**config.mk**
```make
export PLATFORM = sky130hd
export DESIGN_NAME = ad_cost_wta
export DESIGN_NICKNAME = d
export VERILOG_FILES = /design/src/rtl/sgm_pkg.sv /design/src/rtl/ad_cost_wta_argmin_tree.sv /design/src/rtl/ad_cost_wta.sv
export SDC_FILE = /design/constraint.sdc
export NUM_CORES = 1
export LEC_CHECK = 0
export CAP_MARGIN = 20
export CORE_MARGIN = 3
export CORE_UTILIZATION = 50
export CTS_BUF_LIST = sky130_fd_sc_hd__clkbuf_2
export DETAILED_ROUTE_END_ITERATION = 8
export PLACE_DENSITY = 0.69
export SYNTH_ARGS = -nofsm -noshare
export SYNTH_HDL_FRONTEND = slang
export SYNTH_SLANG_ARGS = --single-unit
```
**constraint.sdc**
```tcl
create_clock -name clk -period 8.3 [get_ports clk]
set_input_delay 0.83 -clock clk [delete_from_list [all_inputs] [get_ports clk]]
set_output_delay 0.83 -clock clk [all_outputs]
set_load 0.01 [all_outputs]
```
**src/rtl/sgm_pkg.sv**
```systemverilog
// Shared constants, types and helpers for the SGM stereo pipeline (8-bit grey build).
package sgm_pkg;

    localparam int PX_WIDTH  = 8;
    localparam int MAX_DISP  = 16;
    localparam int DISP_W    = $clog2(MAX_DISP);
    localparam int COL_WIDTH = 11;
    localparam int COST_W    = MAX_DISP * PX_WIDTH;

    localparam logic [PX_WIDTH-1:0]  COST_INVALID = {PX_WIDTH{1'b1}};
    localparam logic [COL_WIDTH-1:0] COL_MAX      = {COL_WIDTH{1'b1}};

    typedef logic [PX_WIDTH-1:0] px_t;
    typedef logic [COST_W-1:0]   cost_vec_t;

    // Cost for candidate d out of a packed cost vector (d=0 in the LSBs).
    function automatic px_t cost_at(input cost_vec_t vec, input int unsigned d);
        return vec[d*PX_WIDTH +: PX_WIDTH];
    endfunction

endpackage

```
**src/rtl/ad_cost_wta_argmin_tree.sv**
```systemverilog
// Combinational minimum search over N packed W-bit values; ties go to the lowest index.
module argmin_tree #(
    parameter int N  = 16,
    parameter int W  = 8,
    parameter int IW = (N > 1) ? $clog2(N) : 1
) (
    input  logic [N*W-1:0] values,
    output logic [IW-1:0]  min_idx,
    output logic [W-1:0]   min_val
);

    localparam int LEAVES = 1 << IW;

    // Heap-ordered binary tree: node k has children 2k and 2k+1, root is node 1.
    logic [W-1:0]  node_val [1:2*LEAVES-1];
    logic [IW-1:0] node_idx [1:2*LEAVES-1];

    genvar gi;
    generate
        for (gi = 0; gi < LEAVES; gi++) begin : g_leaf
            if (gi < N) begin : g_real
                assign node_val[LEAVES+gi] = values[gi*W +: W];
            end else begin : g_pad
                // Padding sits right of every real input, so it can never win a tie.
                assign node_val[LEAVES+gi] = {W{1'b1}};
            end
            assign node_idx[LEAVES+gi] = IW'(gi);
        end

        for (gi = 1; gi < LEAVES; gi++) begin : g_node
            logic take_right;
            // The left child always covers lower indices, so only a strictly smaller right wins.
            assign take_right   = node_val[2*gi+1] < node_val[2*gi];
            assign node_val[gi] = take_right ? node_val[2*gi+1] : node_val[2*gi];
            assign node_idx[gi] = take_right ? node_idx[2*gi+1] : node_idx[2*gi];
        end
    endgenerate

    assign min_idx = node_idx[1];
    assign min_val = node_val[1];

endmodule

```
**src/rtl/ad_cost_wta.sv**
```systemverilog
// Absolute-difference matching cost over MAX_DISP disparities with winner-take-all selection.
// Three register stages; timing signals are delayed alongside the data.
module ad_cost_wta
    import sgm_pkg::*;
(
    input  logic                         clk,
    input  logic                         rst,
    input  logic                         de_in,
    input  logic                         h_sync_in,
    input  logic                         v_sync_in,
    input  logic [PX_WIDTH-1:0]          pixel_left,
    input  logic [PX_WIDTH-1:0]          pixel_right,
    output logic                         de_out,
    output logic                         h_sync_out,
    output logic                         v_sync_out,
    output logic [MAX_DISP*PX_WIDTH-1:0] cost_out,
    output logic [DISP_W-1:0]            disp_out,
    output logic [PX_WIDTH-1:0]          cost_min
);

    logic [COL_WIDTH-1:0] col_reg, col_next;
    px_t                  win_reg [MAX_DISP];

    px_t                  s1_left_reg;
    logic [COL_WIDTH-1:0] s1_col_reg;
    logic                 s1_de_reg, s1_hs_reg, s1_vs_reg;

    px_t                  cost_d [MAX_DISP];
    cost_vec_t            s2_cost_reg, s2_cost_next;
    logic                 s2_de_reg, s2_hs_reg, s2_vs_reg;

    logic [DISP_W-1:0]    am_idx;
    px_t                  am_val;

    // Column of the pixel currently at the inputs; saturates so a very long line never wraps.
    always_comb begin
        col_next = '0;
        if (de_in) begin
            col_next = (col_reg == COL_MAX) ? col_reg : col_reg + 1'b1;
        end
    end

    always_ff @(posedge clk) begin
        if (rst) begin
            col_reg     <= '0;
            s1_left_reg <= '0;
            s1_col_reg  <= '0;
            s1_de_reg   <= 1'b0;
            s1_hs_reg   <= 1'b0;
            s1_vs_reg   <= 1'b0;
        end else begin
            col_reg     <= col_next;
            s1_left_reg <= pixel_left;
            s1_col_reg  <= col_reg;
            s1_de_reg   <= de_in;
            s1_hs_reg   <= h_sync_in;
            s1_vs_reg   <= v_sync_in;
        end
    end

    // The window register doubles as the stage-1 view: after a shift, tap 0 holds the
    // pixel latched with s1_left_reg. When it holds (de=0) stage 2 zeroes the costs anyway.
    genvar gi;
    generate
        for (gi = 0; gi < MAX_DISP; gi++) begin : g_win
            if (gi == 0) begin : g_head
                always_ff @(posedge clk) begin
                    if (rst) begin
                        win_reg[gi] <= '0;
                    end else if (de_in) begin
                        win_reg[gi] <= pixel_right;
                    end
                end
            end else begin : g_tap
                always_ff @(posedge clk) begin
                    if (rst) begin
                        win_reg[gi] <= '0;
                    end else if (de_in) begin
                        win_reg[gi] <= win_reg[gi-1];
                    end
                end
            end
        end

        for (gi = 0; gi < MAX_DISP; gi++) begin : g_cost
            logic [PX_WIDTH:0] diff;
            px_t               abs_diff;
            assign diff     = {1'b0, s1_left_reg} - {1'b0, win_reg[gi]};
            assign abs_diff = diff[PX_WIDTH] ? PX_WIDTH'(-diff) : diff[PX_WIDTH-1:0];
            // Candidates reaching past the line start see stale taps; force them to lose.
            assign cost_d[gi] = !s1_de_reg                     ? '0 :
                                (COL_WIDTH'(gi) <= s1_col_reg) ? abs_diff : COST_INVALID;
        end
    endgenerate

    always_comb begin
        s2_cost_next = '0;
        for (int d = 0; d < MAX_DISP; d++) begin
            s2_cost_next[d*PX_WIDTH +: PX_WIDTH] = cost_d[d];
        end
    end

    always_ff @(posedge clk) begin
        if (rst) begin
            s2_cost_reg <= '0;
            s2_de_reg   <= 1'b0;
            s2_hs_reg   <= 1'b0;
            s2_vs_reg   <= 1'b0;
        end else begin
            s2_cost_reg <= s2_cost_next;
            s2_de_reg   <= s1_de_reg;
            s2_hs_reg   <= s1_hs_reg;
            s2_vs_reg   <= s1_vs_reg;
        end
    end

    argmin_tree #(
        .N  (MAX_DISP),
        .W  (PX_WIDTH),
        .IW (DISP_W)
    ) u_argmin (
        .values  (s2_cost_reg),
        .min_idx (am_idx),
        .min_val (am_val)
    );

    always_ff @(posedge clk) begin
        if (rst) begin
            de_out     <= 1'b0;
            h_sync_out <= 1'b0;
            v_sync_out <= 1'b0;
            cost_out   <= '0;
            disp_out   <= '0;
            cost_min   <= '0;
        end else begin
            de_out     <= s2_de_reg;
            h_sync_out <= s2_hs_reg;
            v_sync_out <= s2_vs_reg;
            cost_out   <= s2_cost_reg;
            disp_out   <= s2_de_reg ? am_idx : '0;
            cost_min   <= s2_de_reg ? am_val : '0;
        end
    end

endmodule

```
==> summary by stage, run 1 <==
Setup path
STA classifies the critical path endpoint as a flop. The setup check on the worst reg-to-reg path leaves a slack of slightly below 0.4 ns. The critical path class is flop to flop. Counting cells, the worst reg-to-reg path comes to 32. Along the worst path, the maximum fanout reaches 17.

The startpoint type of the worst setup path is a flop. Data on the critical path arrives at its endpoint at between 8 and 9 ns. In this design, the critical path's most frequently occurring cell is sky130_fd_sc_hd__a21o_1. The startpoint identified for the worst register-to-register timing path is s2_cost_reg[65]. The critical path required time is between 9 and 10 ns. The cell with the largest stage delay on the worst path is sky130_fd_sc_hd__mux2_2. The endpoint identified for the worst register-to-register timing path is disp_out[1]. The delay of the slowest critical-path stage is 0.42 ns.

Power and ir drop
The worst vdd rail ir drop is ~0.19 mV. The leakage component of the power is between 10 and 15 nW. For this design the ratio of total power to cell area is about 230 nW/um2.

Worst hold path
Along the worst hold path, the cell count comes to 2. The endpoint with the worst hold slack is s1_col_reg[6]. The worst hold path belongs to the class input port to flop.

The startpoint identified for the worst hold timing path is rst.

STA
The final count of pins violating max slew was 0. Setup slack closes at about 0.4 ns. The clock arrives with approximately 0.074 ns of skew. The number of setup violations in the final report is 0. The worst path in the final design needs a cycle of 7.91 ns, including I/O delays and setup.

The hold violation total from the final report is 0. At the pin with the least slew margin, the transition time is between 1 and 1.5 ns. The share of the cycle needed by the critical path after routing is 95.3%.

Static timing analysis puts the maximum clock frequency at about 130 MHz. For the final routed database, the setup TNS stands at 0 ns. The worst pin sits at a relative slew slack of between 30% and 40%. Setup repair after global routing left no endpoint under its margin.

Logic synthesis
The synthesized area per cell is around 9.4 um2. The primary flip-flop cell chosen by synthesis mapping is sky130_fd_sc_hd__dfxtp_1. The synthesized netlist net count is about 2800. The proportion of synthesized flip-flops having asynchronous set or reset is 0%.

After synthesis, the netlist uses 70 different library cells. sky130_fd_sc_hd__dfxtp_1 takes more of the synthesized area than any other cell. By area the synthesized netlist is led by sky130_fd_sc_hd__dfxtp_1 (26%), sky130_fd_sc_hd__edfxtp_1 (16%), sky130_fd_sc_hd__ha_1 (13%). The count of synthesis-stage warnings from yosys is 0.

Counting flops with a built-in enable in the synthesized netlist gives 128. The cell area that synthesis handed to floorplanning was about 24000 um2. After synthesis, flip-flops and latches occupy a little over two fifths of the total area. Of the post-synthesis cell area, the dominant cell type holds 25.8%.

The synthesized instance count is ~2500. The synthesized design contains approximately 440 register bits.

Clocking
TritonCTS built the clock tree. The number of sinks on the clock net is ~440. Clock tree synthesis selected as its root buffer the cell sky130_fd_sc_hd__clkbuf_2. In this run the post-CTS setup repair buffer count came out at 0.

The clock transition at the registers of the reported paths is ~0.10 ns. Counting along the longest clock path gives a buffer depth of 3. The clock reaches the later pin of the worst-skew pair after around 1.1 ns. TritonCTS created ~110 clock buffers. The number of hold buffers added after CTS is 0.

The post-cts gate resize count is 0. CTS built an H-tree with a depth of 3.

Global routing
The layer with the highest usage after global routing is met2. For this run, global-route usage on met1 was measured as approximately a third. Entering global routing, the biggest net connects between 90 and 100 pins. The sum of overflow across all layers after global routing is 0. The first global-routing pass estimated around 94 mm of wire.

The number of antenna violations at the first check in global routing is 2. Across every metal layer, demand over resource in global routing totals 23.5%. Global routing consumed, on the met2 layer, about two fifths of the routing resources. The number of global-route vias before repair is approximately 18000. The met3 layer usage reported by global route is ~4.0%.

Floorplan
The width of the die is roughly 220 um. The floorplan has 79 rows. The I/O pin total is about 160. The initial utilization of the core area, before any placement, comes to between 50% and 60%.

The core region is between 40000 and 50000 um2. The height of the die is 224 um. The area enclosed by the die boundary is 50400 um2.

Route
The count of TritonRoute iterations in the first routing pass is 5. The DRC violation count after routing is 0. The routed design has roughly 60 mm of wire. In this run the remaining antenna-violating nets after routing total 0. The total via count after detailed routing is roughly 18000. After detailed routing, the average wire length per cell comes to roughly 17 um. The detailed router finished its first iteration with approximately 1200 violations. Dividing the detail-routed via count by the number of cells gives 5.32.

Final layout
The summed area of non-filler cells in the final layout is ~27000 um2. In the layout the commonest cells are sky130_fd_sc_hd__nor2_1 (315), sky130_fd_sc_hd__dfxtp_1 (306), sky130_fd_sc_hd__a21oi_1 (282). The leading cell type in the layout, fill and taps excluded is sky130_fd_sc_hd__nor2_1. The post-layout net count is slightly above 3000.

The final cell utilization of the core is a little under 60%. From synthesis to final layout, the design area changed by 13.9%. The post-route non-filler standard cell count is ~3400. The fraction of layout instances using a drive strength above 1 is approximately 8.4%.

Place
The estimated wirelength of the detail-placed design is ~45 mm. Prior to clock tree synthesis, the placed netlist has a worst setup slack of between 0.4 and 0.5 ns. The routability congestion estimate is 0.949. The total placed cells including tap cells is around 3200. In this run the tool buffered the top-level ports with around 160 buffer cells. Summing all placed instances gives a cell area of around 26000 um2.

Status
The flow ran to the end, and the final reports show no timing, DRC or antenna violations.

Flow run
Across the run, the number of max-cap violations was 0.
==> area by class of cell <==
| cell class | count | area (um2) |
|---|---|---|
| Antenna cell | 1 | 2.50 |
| Clock buffer | 162 | 811 |
| Clock inverter | 35 | 194 |
| Fill cell | 4239 | 19700 |
| Inverter | 276 | 1040 |
| Multi-Input combinational cell | 1749 | 12600 |
| Sequential cell | 435 | 9990 |
| Tap cell | 607 | 759 |
| Timing Repair Buffer | 182 | 1770 |
==> synthesized netlist by cell type, drive strengths merged (4+ instances only) <==
master,count
dfxtp,307
a211o,4
nor3,38
buf,4
a21boi,4
nand4,10
o21a,9
or2,5
o21bai,50
mux2,20
xnor2,126
mux2i,55
a21o,87
nand3b,17
clkbuf,62
ha,243
and4,4
nand3,28
a211oi,7
inv,276
fa,16
a21oi,284
o31ai,15
nor2,316
and2,29
o21ai,47
and3,7
a31oi,17
edfxtp,128
nand2b,23
nor2b,121
nand2,53
xor2,74
==> routing by layer <==
layer,wire (um),share of wire [%]
met1,27600,46
met2,27700,46
met3,3340,5.6
met4,1410,2.3
met5,0,0
==> cell families after synthesis <==
kind of cell	synth area share, %
AO/OA/AOI/OAI	14.7
XOR/XNOR	7.34
adder cells (fa/ha/maj)	14.1
buffers and inverters	5.42
flip-flops	41.9
multiplexers	3.25
AND/OR/NAND/NOR	13.3
==> where the power goes <==
part	internal [mW]	switching [mW]	leakage, nW
clock	0.584	0.881	0.777
combinational	0.966	1.42	7.25
sequential	2.29	0.0581	3.93
==> worst max-delay path: cells and delay by family (launching register included) <==
| family | cells | cell delay (ns) |
|---|---|---|
| mux | 1 | 0.42 |
| compound gates | 17 | 4.29 |
| fa+ha+maj | 4 | 1.22 |
| buf+inv | 3 | 0.34 |
| flops | 1 | 0.34 |
| simple gates | 7 | 1.22 |
==> worst max path at each step <==
stage | startpoint | endpoint | slack, ns | depth (start not counted)
5_1_grt | s2_cost_reg[37] | disp_out[1] | 0.01 | 32
3_5_place_dp | s2_cost_reg[33] | disp_out[1] | 0.45 | 32
3_3_place_gp | s2_cost_reg[33] | disp_out[2] | 0.94 | 32
6_report | s2_cost_reg[65] | disp_out[1] | 0.39 | 32
2_1_floorplan | s2_cost_reg[65] | disp_out[2] | 1.19 | 33
4_1_cts | s2_cost_reg[33] | disp_out[1] | 0.41 | 32
==> per-stage QoR <==
stage          power [mW]  hold WS (ns)
3_3_place_gp         4.65         0.450
6_report             6.20         0.198
3_5_place_dp         4.73         0.459
2_1_floorplan        4.17         0.414
4_1_cts              6.21        0.0228
5_1_grt              6.58         0.106
Power figures use the tool's default switching activity.
==> run 2: changes to the inputs <==
--- a/config.mk
+++ b/config.mk
@@ -5,12 +5,12 @@
 export SDC_FILE = /design/constraint.sdc
 export NUM_CORES = 1
 export LEC_CHECK = 0
+export ABC_AREA = 1
 export CAP_MARGIN = 20
 export CORE_MARGIN = 3
-export CORE_UTILIZATION = 50
+export CORE_UTILIZATION = 35
 export CTS_BUF_LIST = sky130_fd_sc_hd__clkbuf_2
 export DETAILED_ROUTE_END_ITERATION = 8
-export PLACE_DENSITY = 0.69
 export SYNTH_ARGS = -nofsm -noshare
 export SYNTH_HDL_FRONTEND = slang
 export SYNTH_SLANG_ARGS = --single-unit
==> run 2 against run 1 <==
  * Global-route usage is 5.7 points lower
  * First-iteration DRC count increased by 31%
  * Via count up 10%
  * Die area up 45%
  * Synthesized area is 2.6% higher
==> summary by stage, run 2 <==
Logic synthesis
The number of enable-type register cells in the synthesized netlist came to 128 (unchanged). The proportion of synthesized flip-flops having asynchronous set or reset is 0% (unchanged). The library cell with the largest summed area after synthesis is sky130_fd_sc_hd__dfxtp_1. The count of synthesis-stage warnings from yosys came to 0 (unchanged). The area fraction of the dominant cell type after synthesis came to 25.1% (-0.66 points).

The flop and latch count out of synthesis is 435 (unchanged). Counting instances in the post-synthesis netlist gives the leading cell types as sky130_fd_sc_hd__inv_1 (634), sky130_fd_sc_hd__nand2_1 (458), sky130_fd_sc_hd__nor2_1 (380). The count of different cell masters after synthesis is 39 (-44%).

In the post-synthesis netlist, the biggest area contributors are sky130_fd_sc_hd__dfxtp_1 (25%), sky130_fd_sc_hd__edfxtp_1 (16%), sky130_fd_sc_hd__ha_1 (12%). The part of the Yosys area used for sequential elements is 40.8% (-1.1 points). Yosys instantiated no cell more often than sky130_fd_sc_hd__inv_1.

The synthesized area per cell came to 7.85 um2 (-17%). The post-synthesis instance area is 24500 um2 (+2.6%). The most used flip-flop cell after synthesis is sky130_fd_sc_hd__dfxtp_1. The synthesized instance count is 3117 (+23%). The synthesized netlist net count is 3397 (+21%).

Floorplan
The height of the die came to 270 um (+21%). The core box area is 68900 um2 (+47%). The width of the die is 270 um (+21%). The count of standard-cell rows is 96 (+22%). The I/O pin total is 164 (unchanged).

The starting density of the core is 35.5% (-15 points). The area enclosed by the die boundary is 73100 um2 (+45%).

Final layout
The post-layout net count came to 3628 (+20%). The library cell used most frequently in the layout, excluding fill and tap cells, is sky130_fd_sc_hd__inv_1. Compared with the post-synthesis result, the final layout area differs by 15.7%. The area occupied by multi-input gates is 11800 um2 (-6.1%). The fraction of layout instances using a drive strength above 1 is 7.40% (-1.0 points).

The register area is 9990 um2 (unchanged). The top cell types in the final layout, fill and taps aside, are sky130_fd_sc_hd__inv_1 (634), sky130_fd_sc_hd__nand2_1 (456), sky130_fd_sc_hd__nor2_1 (380). The layout filler cell count is 7153 (+69%).

Setup path
The largest individual stage delay along the critical path comes from the cell sky130_fd_sc_hd__a211oi_2. The end of the worst register-to-register path is disp_out[2]. The sort of element at the end of the critical path is a flop.

The number of buffer and inverter instances along the worst setup path came to 3 (unchanged). The data arrival time at the worst-slack endpoint is 7.79 ns (-1.08 ns). The worst setup path is of the flop to flop kind. The family of cells with the greatest summed delay on the critical path is compound AO/OA/AOI/OAI gates. The critical path required time was 9.35 ns (+0.09 ns). The register-to-register setup slack was 1.56 ns (+1.17 ns).

The worst reg2reg path depth is 29 (-9.4%). By instance count, the cell type seen most on the critical path is sky130_fd_sc_hd__nor2_1. The delay of the slowest critical-path stage came to 0.80 ns (+0.38 ns). The startpoint identified for the worst register-to-register timing path is s2_cost_reg[101].

The largest fanout on the critical path is 17 (unchanged). The startpoint type of the worst setup path is a flop.

Clocking
The clock tree buffer depth is 3 (unchanged). The clock transition at the registers of the reported paths was 0.10 ns (about the same). The number of buffers added by the clock tree synthesis step is 115 (+5.5%).

The root buffer cell chosen for the clock tree is sky130_fd_sc_hd__clkbuf_2. The number of setup buffers added after CTS is 0 (unchanged). The number of sinks on the clock net is 435 (unchanged). TritonCTS built the clock tree. The total number of H-tree levels came to 3 (unchanged).

The insertion delay of the later-clocked pin in the worst-skew pair is 1.16 ns (+0.06 ns).

Global routing
The sum of overflow across all layers after global routing was 0 (unchanged). The number of global-route vias before repair is 19100 (+6.8%). The number of antenna violations at the first check in global routing is 1 (-1).

The global-route wire length before repair is 104 mm (+11%). The maximum number of pins on one net before global-route repair is 85 (-13%). The total routing resource utilization after global routing is 17.8% (-5.7 points).

Worst hold path
The kind of path behind the tightest hold check is input port to flop. The endpoint with the worst hold slack is s1_left_reg[6]. The worst hold path stage count is 3 (+1). The hold path startpoint is pixel_left[6].

Power and ir drop
The net switching power of the design is 2.45 mW (+3.8%). The total power per unit cell area came to 220 nW/um2 (-3.6%). The power share of the clock group is 26.2% (+2.6 points). The fraction of power consumed by sequential logic was 37.4% (-0.4 points). The internal power came to 3.78 mW (-1.5%). The post-route total power was 6.23 mW (+0.50%). The fraction of power spent switching nets is 39.4% (+1.3 points). The worst vdd rail ir drop is 0.146 mV (-25%).

The leakage component of the power came to 13.8 nW (+16%). The share of total power in combinational logic is 36.4% (-2.1 points).

Route
The number of routed nets with antenna violations came to 0 (unchanged). The DRC violation count after routing is 0 (unchanged). The total via count after detailed routing is 20200 (+10%). The average vias per placed instance came to 4.61 (-13%). The routed length per instance is 15.0 um (-14%). The count of TritonRoute iterations in the first routing pass was 6 (+1). The DRC marker count from the first detailed-route iteration is 1532 (+31%). The total length of routed wires came to 65.6 mm (+9.2%).

STA
The hold violation total from the final report is 0 (unchanged). Setup repair after global routing left no endpoint under its margin. The number of setup violations in the final report was 0 (unchanged). The setup total negative slack is 0 ns (unchanged). The worst-case headroom to the max-slew limit came to 30.7% (-1.8 points). The maximum clock skew at final layout was 0.119 ns (+0.0446 ns). The fmax is 148 MHz (+17%).

The share of the cycle needed by the critical path after routing came to 81.2% (-14 points). The slew of the pin with the lowest slew margin is 1.04 ns (+0.0251 ns). The final count of pins violating max slew is 0 (unchanged).

The shortest clock period the worst path allows after layout is 6.74 ns (-1.17 ns).

Place
The routability congestion estimate is 0.899 (-5.3%). The port buffer count is 163 (unchanged). The estimated wirelength of the detail-placed design is 49.7 mm (+11%).

Flow run
The number of violations of the max-capacitance limit was 0 (unchanged).

Status
The run finished with clean final reports.
[run 2: cell types whose count changed in the layout (fill, tap and decap cells not counted), moves of 23 or more]
cell                      previous run  this run
sky130_fd_sc_hd__a21o_1             87        16
sky130_fd_sc_hd__a21oi_1           282       233
sky130_fd_sc_hd__and2_1             29         0
sky130_fd_sc_hd__inv_1             276       634
sky130_fd_sc_hd__mux2i_1            55         0
sky130_fd_sc_hd__nand2_1            52       456
sky130_fd_sc_hd__nand2_2             1        24
sky130_fd_sc_hd__nand3_1            28       125
sky130_fd_sc_hd__nor2_1            315       380
sky130_fd_sc_hd__nor2b_1           121         0
sky130_fd_sc_hd__o21ai_0            37       166
sky130_fd_sc_hd__xnor2_1           126        20
sky130_fd_sc_hd__xor2_1             74       101
[run 2: worst register-to-register path: cells and delay by family (launching register included)]
family	cells	cell delay [ns]
flip-flops	1	0.32
buffers and inverters	3	0.63
adder cells (fa/ha/maj)	4	1.35
AND/OR/NAND/NOR	12	1.46
AO/OA/AOI/OAI	10	2.86
[run 2: power by group through the flow]
stage                     Clock, mW  Combinational, mW  Sequential (mW)
final                          1.63               2.27             2.33
after global routing           1.82               2.60             2.34
after CTS                      1.70               2.26             2.33
after detailed placement          0               2.24             2.38
after global placement            0               2.23             2.38
after floorplan                   0               1.70             2.39
[run 2: what timing repair did]
action	in CTS	in global routing
endpoints found under the hold margin	12	0
gates resized for setup	0	0
hold buffers	1	0
[run 2: final cells by class]
cell class                      count  area share (%)
Inverter                          643            8.53
Sequential cell                   435            35.3
Antenna cell                        1         0.00884
Timing Repair Buffer              178            6.16
Clock buffer                      176            3.11
Multi-Input combinational cell   1975            41.8
Clock inverter                     38            1.02
Tap cell                          931            4.11
[run 2: per-stage QoR]
| stage | area, um2 | instances | util [%] | setup WS [ns] | hold slack (ns) |
|---|---|---|---|---|---|
| 2_1_floorplan | 24500 | 3117 | - | 2.50 | 0.388 |
| 3_3_place_gp | 27100 | 4161 | 39.4 | 1.79 | 0.391 |
| 3_5_place_dp | 27100 | 4161 | 39.4 | 1.71 | 0.398 |
| 4_1_cts | 28300 | 4376 | 41.1 | 1.61 | 0.0421 |
| 5_1_grt | 28300 | 4377 | 41.1 | 0.852 | 0.111 |
| 6_report | 28300 | 4377 | 41.1 | 1.56 | 0.242 |
[run 2: kinds of logic after synthesis]
family | count (synthesis) | synth area share [%]
adder cells (fa/ha/maj) | 259 | 13.7
flip-flops | 435 | 40.8
buffers and inverters | 707 | 10.9
XOR/XNOR | 121 | 4.33
AND/OR/NAND/NOR | 1053 | 17.8
AO/OA/AOI/OAI | 542 | 12.4
[run 2: metal layers]
metal  up-vias  global-route usage, %  part of all wire, %
met5         -                      0                    0
met4         0                   6.53                  2.5
met3        91                   3.23                  6.3
met2       582                   25.9                   41
met1      9036                   26.2                   50
li1      10500                      -                    -
[run 2: how the worst max path moves through the flow]
stage,slack [ns],to,from,cells after the start
floorplan,2.50,disp_out[0],s2_cost_reg[5],32
global placement,1.79,disp_out[2],s2_cost_reg[101],29
detailed placement,1.71,disp_out[2],s2_cost_reg[21],27
CTS,1.61,disp_out[2],s2_cost_reg[101],29
global route,0.85,cost_min[1],s2_cost_reg[101],31
finish,1.56,disp_out[2],s2_cost_reg[101],29
==> run 3: changes to the inputs <==
==> constraint.sdc (replaced) <==
create_clock -name clk -period 6.5 [get_ports clk]
set_input_delay 0.65 -clock clk [delete_from_list [all_inputs] [get_ports clk]]
set_output_delay 0.65 -clock clk [all_outputs]
set_load 0.01 [all_outputs]
==> run 3 against run 2 <==
  * Clock skew fell by 0.0069 ns
  * Final area barely moved
  * Flip-flop and latch count did not move
  * Routed wire length down 1.1%
  * Utilization is essentially flat
  * Sequential share of layout area is essentially flat
  * Total power increased by 26%
  * Die area unchanged
  * First-iteration DRC count is 16% lower
  * Combinational power up 30%
  * Fmax up 16%
  * Via count decreased by 0.87%
  * Critical endpoint is now cost_min[1]
==> summary by stage, run 3 (same netlist as run 2, synthesis figures left out) <==
Global routing
The total routing resource utilization after global routing was 17.5% (-0.29 points). The global-route wire length before repair is 102 mm (-1.2%). The sum of overflow across all layers after global routing came to 0 (unchanged). The number of antenna violations at the first check in global routing is 4 (+3). The maximum number of pins on one net before global-route repair is 92 (+8.2%). The number of global-route vias before repair is 18900 (-1.2%).

Power and ir drop
The net switching power of the design is 3.14 mW (+28%). The share of total power in combinational logic is 37.7% (+1.3 points). The total power per unit cell area is 277 nW/um2 (+26%).

The worst vdd rail ir drop is 0.150 mV (+2.7%). The internal power is 4.71 mW (+25%). The fraction of power spent switching nets is 40.0% (+0.62 points).

The power share of the clock group is 24.4% (-1.8 points). The fraction of power consumed by sequential logic is 37.9% (+0.5 points). The leakage component of the power came to 13.8 nW (about the same).

Floorplan
The I/O pin total is 164 (unchanged). The height of the die was 270 um (unchanged). The core box area came to 68900 um2 (unchanged). The width of the die is 270 um (unchanged).

The area enclosed by the die boundary is 73100 um2 (unchanged). The count of standard-cell rows came to 96 (unchanged). The starting density of the core came to 35.5% (unchanged).

STA
The final count of pins violating max slew was 0 (unchanged). Setup repair after global routing left no endpoint under its margin. The slew of the pin with the lowest slew margin was 1.03 ns (-0.00757 ns). The worst-case headroom to the max-slew limit is 31.4% (+0.63 points). The maximum clock skew at final layout is 0.112 ns (-0.00688 ns).

The shortest clock period the worst path allows after layout is 5.83 ns (-0.914 ns). The hold violation total from the final report is 0 (unchanged). The number of setup violations in the final report is 0 (unchanged).

The fmax was 172 MHz (+16%). The share of the cycle needed by the critical path after routing is 89.7% (+8.4 points). The setup total negative slack came to 0 ns (unchanged). The post-route worst setup slack is 0.672 ns (-0.886 ns).

Route
The DRC marker count from the first detailed-route iteration is 1288 (-16%). The count of TritonRoute iterations in the first routing pass came to 5 (-1). The DRC violation count after routing is 0 (unchanged).

The routed length per instance came to 14.8 um (-1.3%). The total length of routed wires is 64.9 mm (-1.1%). The average vias per placed instance is 4.56 (-1.1%). The total via count after detailed routing was 20000 (-0.87%). The number of routed nets with antenna violations is 0 (unchanged).

Setup path
The data arrival time at the worst-slack endpoint was 6.83 ns (-0.96 ns). The startpoint type of the worst setup path is a flop. The delay of the slowest critical-path stage came to 0.38 ns (-0.42 ns).

The largest fanout on the critical path is 17 (unchanged). The critical path is of the flop to flop type. For this design, the slowest cell found on the critical path is sky130_fd_sc_hd__ha_1. The worst setup path is captured at a flop. Among the stages of the critical path, the cell type that occurs most often is sky130_fd_sc_hd__nor2_1. The critical path required time was 7.50 ns (-1.85 ns).

Flow run
The number of violations of the max-capacitance limit is 0 (unchanged).

Clocking
The clock transition at the registers of the reported paths came to 0.09 ns (about the same). The number of sinks on the clock net was 435 (unchanged). The clock tree from TritonCTS is done. The number of buffers added by the clock tree synthesis step is 116 (+0.87%). The clock tree root driver cell is sky130_fd_sc_hd__clkbuf_2. The clock tree buffer depth is 3 (unchanged). The total number of H-tree levels was 3 (unchanged).

The insertion delay of the later-clocked pin in the worst-skew pair is 1.11 ns (-0.05 ns).

Worst hold path
The kind of path behind the tightest hold check is input port to flop.

Place
The routability congestion estimate is 0.908 (+1.0%). The estimated wirelength of the detail-placed design was 50.0 mm (+0.54%). The setup slack at placement came to 0.617 ns (-1.09 ns). The port buffer count is 163 (unchanged). The area of placed instances was 27200 um2 (about the same).

Final layout
The fraction of layout instances using a drive strength above 1 is 7.13% (-0.27 points). The register area is 9990 um2 (unchanged). Leaving out fill and tap cells, the most frequent cells in the layout are sky130_fd_sc_hd__inv_1 (634), sky130_fd_sc_hd__nand2_1 (456), sky130_fd_sc_hd__nor2_1 (380). The summed area of non-filler cells in the final layout is 28300 um2 (about the same).

The leading cell type in the layout, fill and taps excluded is sky130_fd_sc_hd__inv_1. The post-layout net count is 3641 (+0.36%). The area occupied by multi-input gates is 11800 um2 (about the same). The area growth from synthesis to layout is 15.8% (about the same). The layout filler cell count is 7160 (+0.098%). The final cell utilization of the core is 41.1% (about the same).

Status
The run finished with clean final reports.
-- run 3: worst max-delay path: cells and delay by family, from the launching register on --
family                   cells  cell delay, ns
AO/OA/AOI/OAI                8            1.78
adder cells (fa/ha/maj)      4            1.35
buffers and inverters        4            0.82
flip-flops                   1            0.32
AND/OR/NAND/NOR             14            1.47
-- run 3: area by class of cell --
cell class              instances  share of cell area, %
well taps                     931                   4.11
repair buffers                190                   6.56
diodes                          3                 0.0265
flip-flops and latches        435                   35.3
inverters                     643                   8.53
clock buffers                 160                   2.83
clock inverters                48                  0.932
multi-input cells            1975                   41.8
-- run 3: power groups by stage --
stage	clock, mW	combinational [mW]	sequential (mW)
finish	1.92	2.96	2.97
global route	2.16	3.37	2.99
CTS	2.03	2.93	2.97
detailed placement	0	2.91	3.04
global placement	0	2.91	3.04
floorplan	0	2.17	3.05
-- run 3: path summary, 6_finish.rpt --
kind	from	to	slack (ns)	cells after the start
worst max-delay path	s2_cost_reg[101]	cost_min[1]	0.67	30
worst min-delay path	pixel_right[0]	win_reg[0][0]	0.26	3
worst max register to register	s2_cost_reg[101]	cost_min[1]	0.67	30
worst min register to register	s1_hs_reg	s2_hs_reg	0.41	2
-- run 3: stage by stage --
step | hold slack (ns) | cells | total power, mW
after floorplan | 0.388 | 3117 | 5.23
after global placement | 0.390 | 4163 | 5.95
after detailed placement | 0.398 | 4163 | 5.94
after CTS | 0.0848 | 4382 | 7.93
after global routing | 0.158 | 4385 | 8.52
final | 0.255 | 4385 | 7.85
-- run 3: per-layer routing --
metal | wire [um] | vias to the layer above | track usage, %
met5 | 13 | - | 0
met4 | 1640 | 2 | 6.20
met3 | 4150 | 92 | 3.46
met2 | 25900 | 545 | 24.9
met1 | 33200 | 8873 | 26.0
li1 | - | 10500 | -
-- run 3: repair_timing --
action                     4_1_cts  5_1_grt
resized for setup                0        3
setup buffers                    0        0
hold buffers                    11        0
setup endpoints to repair        0       12
hold endpoints to repair        25        0
